**src/rtl/apb_pkg.sv**
```systemverilog
// apb_pkg: shared APB widths, completer FSM states and word type
package apb_pkg;
  localparam int APB_ADDR_W = 32;
  localparam int APB_DATA_W = 32;
  typedef enum logic {S_IDLE, S_ACCESS} apb_slv_state_t;
  typedef logic [APB_DATA_W-1:0] apb_word_t;
endpackage

```
**src/rtl/apb_wait_ctr.sv**
```systemverilog
// apb_wait_ctr: loadable down-counter that saturates at zero, done when empty
module apb_wait_ctr #(
  parameter int MAX = 0
) (
  input  logic PCLK,
  input  logic PRESETn,
  input  logic load,
  input  logic en,
  output logic done
);
  localparam int CW = MAX > 0 ? $clog2(MAX + 1) : 1;
  logic [CW-1:0] cnt;
  // load the wait budget, then count down and hold at zero
  always_ff @(posedge PCLK or negedge PRESETn)
    if (!PRESETn) cnt <= '0;
    else if (load) cnt <= CW'(MAX);
    else if (en && cnt != '0) cnt <= cnt - CW'(1);
  assign done = cnt == '0;
endmodule

```
**src/rtl/apb_slave_regfile.sv**
```systemverilog
// apb_slave_regfile: APB completer over a bank of 32-bit registers with fixed wait states
module apb_slave_regfile
  import apb_pkg::*;
#(
  parameter int                    NUM_REGS    = 16,
  parameter logic [APB_ADDR_W-1:0] BASE_ADDR   = 32'h0000_0000,
  parameter int                    WAIT_CYCLES = 0
) (
  input  logic                  PCLK,
  input  logic                  PRESETn,
  input  logic [APB_ADDR_W-1:0] PADDR,
  input  logic                  PSEL,
  input  logic                  PENABLE,
  input  logic                  PWRITE,
  input  logic [APB_DATA_W-1:0] PWDATA,
  output logic [APB_DATA_W-1:0] PRDATA,
  output logic                  PREADY,
  output logic                  PSLVERR
);
  localparam int IW = NUM_REGS > 1 ? $clog2(NUM_REGS) : 1;
  apb_slv_state_t state, state_d;
  apb_word_t regs [NUM_REGS];
  logic [APB_ADDR_W-3:0] idx_full;
  logic [IW-1:0] idx_q;
  logic wr_q, err_q, dec_err, setup, done;
  // range check uses the full word index so out-of-range addresses never alias
  assign idx_full = (APB_ADDR_W-2)'((PADDR - BASE_ADDR) >> 2);
  assign dec_err  = (PADDR[1:0] != 2'b0) || (PADDR < BASE_ADDR) ||
                    ({2'b0, idx_full} >= APB_ADDR_W'(NUM_REGS));
  assign setup    = state == S_IDLE && PSEL && !PENABLE;
  apb_wait_ctr #(.MAX(WAIT_CYCLES)) u_wait (
    .PCLK    (PCLK),
    .PRESETn (PRESETn),
    .load    (setup),
    .en      (state == S_ACCESS && PSEL && PENABLE),
    .done    (done)
  );
  // FSM state register
  always_ff @(posedge PCLK or negedge PRESETn)
    if (!PRESETn) state <= S_IDLE;
    else state <= state_d;
  // next state and response outputs; an abort or completion always returns to idle
  always_comb begin
    PREADY  = state == S_ACCESS && done && PSEL && PENABLE;
    PSLVERR = PREADY && err_q;
    PRDATA  = (PREADY && !wr_q && !err_q) ? regs[idx_q] : '0;
    state_d = state == S_IDLE ? (setup ? S_ACCESS : S_IDLE)
                              : ((!PSEL || PREADY) ? S_IDLE : S_ACCESS);
  end
  // capture the transfer attributes in SETUP; later bus changes are ignored
  always_ff @(posedge PCLK or negedge PRESETn)
    if (!PRESETn) begin
      idx_q <= '0;
      wr_q  <= 1'b0;
      err_q <= 1'b0;
    end else if (setup) begin
      idx_q <= idx_full[IW-1:0];
      wr_q  <= PWRITE;
      err_q <= dec_err;
    end
  // register bank: written only on a clean completing write edge
  always_ff @(posedge PCLK or negedge PRESETn)
    if (!PRESETn) for (int i = 0; i < NUM_REGS; i++) regs[i] <= '0;
    else if (PREADY && wr_q && !err_q) regs[idx_q] <= PWDATA;
endmodule

```
**config.mk**
```make
export PLATFORM = sky130hd
export DESIGN_NAME = apb_slave_regfile
export DESIGN_NICKNAME = d
export VERILOG_FILES = /design/src/rtl/apb_pkg.sv /design/src/rtl/apb_wait_ctr.sv /design/src/rtl/apb_slave_regfile.sv
export SDC_FILE = /design/constraint.sdc
export NUM_CORES = 1
export LEC_CHECK = 0
export BUFFER_PORTS_ARGS = -buffer_cell sky130_fd_sc_hd__clkbuf_2
export CAP_MARGIN = 20
export CORE_MARGIN = 3
export CORE_UTILIZATION = 60
export CTS_CLUSTER_DIAMETER = 40
export DETAILED_ROUTE_END_ITERATION = 8
export PLACE_DENSITY = 0.88
export SYNTH_ARGS = -nofsm -noshare
export SYNTH_HDL_FRONTEND = slang
export SYNTH_SLANG_ARGS = --single-unit
```
**constraint.sdc**
```tcl
create_clock -name PCLK -period 4.4 [get_ports PCLK]
set_input_delay 0 -clock PCLK [delete_from_list [all_inputs] [get_ports PCLK]]
set_output_delay 0 -clock PCLK [all_outputs]
set_load 0.02 [all_outputs]
```
==> out/summary.txt <==
Outcome: completed
I/O pin count: 103
CTS Root Cell: clkbuf_16
CTS Buffer Depth: 3
Mux share of post-synthesis cell area: 38.3%
Grt total ovfl: 0
WS Path Type: flip-flop to output port
Synthesized net count: 1572
Setup TNS: 0 ns
Fin crit period: 3.35 ns
Post-route ant nets: 0
Synth Instances: 1503
Clk sink count: 520
Htree depth: 3
Pint: 0.00871 W
Vias: 14200
Largest family of logic cells by synthesized area: multiplexers
Largest fanout on the critical path: 35
Switching Power: 0.00272 W
Worst hold path type: primary input to asynchronous set/reset pin
Initial antenna violation count: 0
TritonCTS clock tree: built
Critical-path cell list: buf_4 > mux4_2 > mux2_2 > o22ai_1 > nor2_1 > clkbuf_2
Hold Vio Cnt, Final: 0
Final worst path period share: 76.1%
CP Capture Type: output port
Seq pwr share: 42.9%
Die area: 42600 µm²
Worst Reg2Reg Path Length in Cells: 5
CTS resizes: 0
CP Launch Type: flip-flop
Worst path top cell family by delay: multiplexers
Final Max Tran Viols: 0
Sequential element share of the synthesized area: 54.0%
Port Buffers: 102
Post-layout util: 70.7%
CP Depth: 6
ANT cells: 0
DR WL/cell: 26.8 µm
Vias per inst: 6.47
Worst-path clk slew: 0.06 ns
Area growth syn-to-layout: 14.9%
Slowest-stage cell, CP: dfrtp_4
Leak: 13.8 nW
RSZ-0062 raised after global routing: no
CP max stage delay: 0.77 ns
Worst Clk Skew: 0.0166 ns
# setup viols final: 0
Tightest Pin Transition: 0.985 ns
First-pass DRT Iterations: 5
Post-CTS setup buffer count: 0
Avg Cell Area, Syn: 16.0 µm²
Xor-xnor portion of the synthesized cell area: 0.0363%
Critical Path RT: 4.40 ns
Final worst slack: 1.05 ns
PwrDens: 413 nW/µm²
Share of cells above drive strength 1: 52.7%
Synthesized area: 24100 µm²
Cts bufs inserted: 66
Worst Path Buf+Inv: 2
DRT iter0 DRCs: 1089
Maxcap violations: 0
Worst EP arrival: 3.35 ns
Clock share of power: 49.6%
Clock latency on the worst-skew pair: 0.57 ns
Site row count: 72
Post-DP HPWL: 34.0 mm
GR Util All Layers: 28.5%
Combinational power share: 7.4%
Sw frac: 23.8%
Synth Warn #: 0
Chip height: 206 µm
GPL Wtd Cong: 0.800
Slew Limit Headroom: 34.2%
Netlist cell types: 39
Peak supply drop: 304 µV
Initial Util: 61.5%
Simple-gate share of the synthesized area: 1.79%
First-pass GRT wire length: 91.9 mm
# fillers: 2349
Synth Area in Adders: 0%
Peak Freq: 0.299 GHz
Nets: 1695
Synth Area in Compound Gates: 2.27%
FF+latch count, synth: 520
Drt drc: 0
Worst slack, placed: 1.48 ns
Core area: 39200 µm²
Vias in the first global route: 15600
Die Width: 206 µm
Largest net degree at the start of global routing: 127
WL final: 58.8 mm
-- kinds of logic after synthesis --
group	count (synthesis)
multiplexers	705
flip-flops	520
buffers and inverters	133
AND/OR/NAND/NOR	78
AO/OA/AOI/OAI	66
XOR/XNOR	1
-- state kept, by name, summed over array words and instances, names as in the netlist --
register    flops
idx_q           4
err_q           1
state           1
wr_q            1
regs          512
u_wait.cnt      1
-- cell usage after synthesis, drive strengths merged --
| library cell | count | area share, % |
|---|---|---|
| nor2b | 4 | 0.10 |
| a211oi | 14 | 0.44 |
| or2 | 1 | 0.026 |
| nor4 | 7 | 0.18 |
| a21boi | 2 | 0.062 |
| mux4 | 100 | 9.3 |
| a221oi | 2 | 0.073 |
| buf | 84 | 2.8 |
| dfrtp | 520 | 54 |
| inv | 1 | 0.016 |
| clkbuf | 48 | 0.75 |
| nand2b | 5 | 0.13 |
| and3 | 1 | 0.031 |
| and4b | 1 | 0.042 |
| nor2 | 47 | 0.88 |
| nor3b | 1 | 0.052 |
| o221a | 2 | 0.093 |
| o22ai | 17 | 0.44 |
| nand4 | 3 | 0.13 |
| a21oi | 1 | 0.021 |
| nand3 | 2 | 0.062 |
| nand2 | 4 | 0.062 |
| mux2i | 70 | 2.9 |
| nand4b | 1 | 0.062 |
| o21ai | 1 | 0.021 |
| and2 | 1 | 0.026 |
| xnor2 | 1 | 0.036 |
| a221o | 27 | 1.1 |
| mux2 | 535 | 26 |
-- cell type report --
type                    count  area, µm²  share of cell area [%]
flip-flops and latches    520      13000                    47.0
multi-input cells         850      10300                    37.1
clock buffers              81       1820                    6.57
repair buffers            187       1420                    5.14
well taps                 518        648                    2.34
clock inverters            35        498                    1.80
inverters                   1       3.75                  0.0135
-- power by group through the flow --
stage | registers, W | clock network [W] | logic (W)
2_1_floorplan | 0.00492 | 0 | 0.000597
3_3_place_gp | 0.00499 | 0 | 0.000792
3_5_place_dp | 0.00499 | 0 | 0.000806
4_1_cts | 0.00491 | 0.00573 | 0.000846
5_1_grt | 0.00491 | 0.00595 | 0.000905
6_report | 0.00491 | 0.00568 | 0.000849
-- routing by layer --
| layer | global-route usage, % | share of wire [%] | vias to the layer above |
|---|---|---|---|
| li1 | - | - | 5869 |
| met3 | 5.59 | 5.8 | 131 |
| met1 | 37.7 | 41 | 7658 |
| met2 | 47.7 | 50 | 514 |
| met5 | 0 | 0 | - |
| met4 | 10.0 | 3.3 | 0 |
-- worst paths after layout --
kind / slack [ns] / start / endpoint
setup reg to reg: 1.37 / u_wait.cnt$_DFFE_PN0P_ / regs[52]$_DFFE_PN0P_
min in group PCLK: 0.24 / PENABLE / state$_DFF_PN0_
setup / recovery: 1.05 / idx_q[0]$_DFFE_PN0P_ / PRDATA[10]
hold reg to reg: 0.49 / regs[476]$_DFFE_PN0P_ / regs[476]$_DFFE_PN0P_
hold / removal: 0.07 / PRESETn / regs[90]$_DFFE_PN0P_
max in group asynchronous: 3.19 / PRESETn / regs[274]$_DFFE_PN0P_
-- repair_timing --
action	4_1_cts	5_1_grt
endpoints found under the hold margin	607	0
setup endpoints to repair	0	0
hold buffers	46	0
-- worst reg2reg max path: cells and delay by family (launching register included) --
family	cells	cell delay (ns)
and+or+nand+nor	3	1.76
muxes	1	0.38
buffers and inverters	1	0.40
DFF	1	0.39
-- through the flow --
step	hold WS [ns]	std cells	instance area [µm²]	total power, W
global route	0.120	2192	27700	0.0118
finish	0.0682	2192	27700	0.0114
floorplan	-0.296	1503	24100	0.00551
detailed placement	0.0792	2028	24900	0.00580
global placement	0.0728	2028	24900	0.00578
CTS	0.0780	2190	27700	0.0115
-- layout by cell type (no fill, tap or decap), drive strengths merged, types with 2 or more instances in the layout --
cell type / instances
nor4: 7
clkinv: 11
mux2i: 70
nor2: 47
mux4: 100
a221o: 27
inv: 10
a21boi: 2
dfrtp: 520
mux2: 535
bufinv: 10
dlygate4sd3: 46
nand2b: 5
o221a: 2
clkinvlp: 5
nand2: 4
clkbuf: 184
buf: 38
nor2b: 4
o22ai: 17
a211oi: 14
nand4: 3
a221oi: 2
nand3: 2
Note: power is estimated with default switching activity, not from simulation.
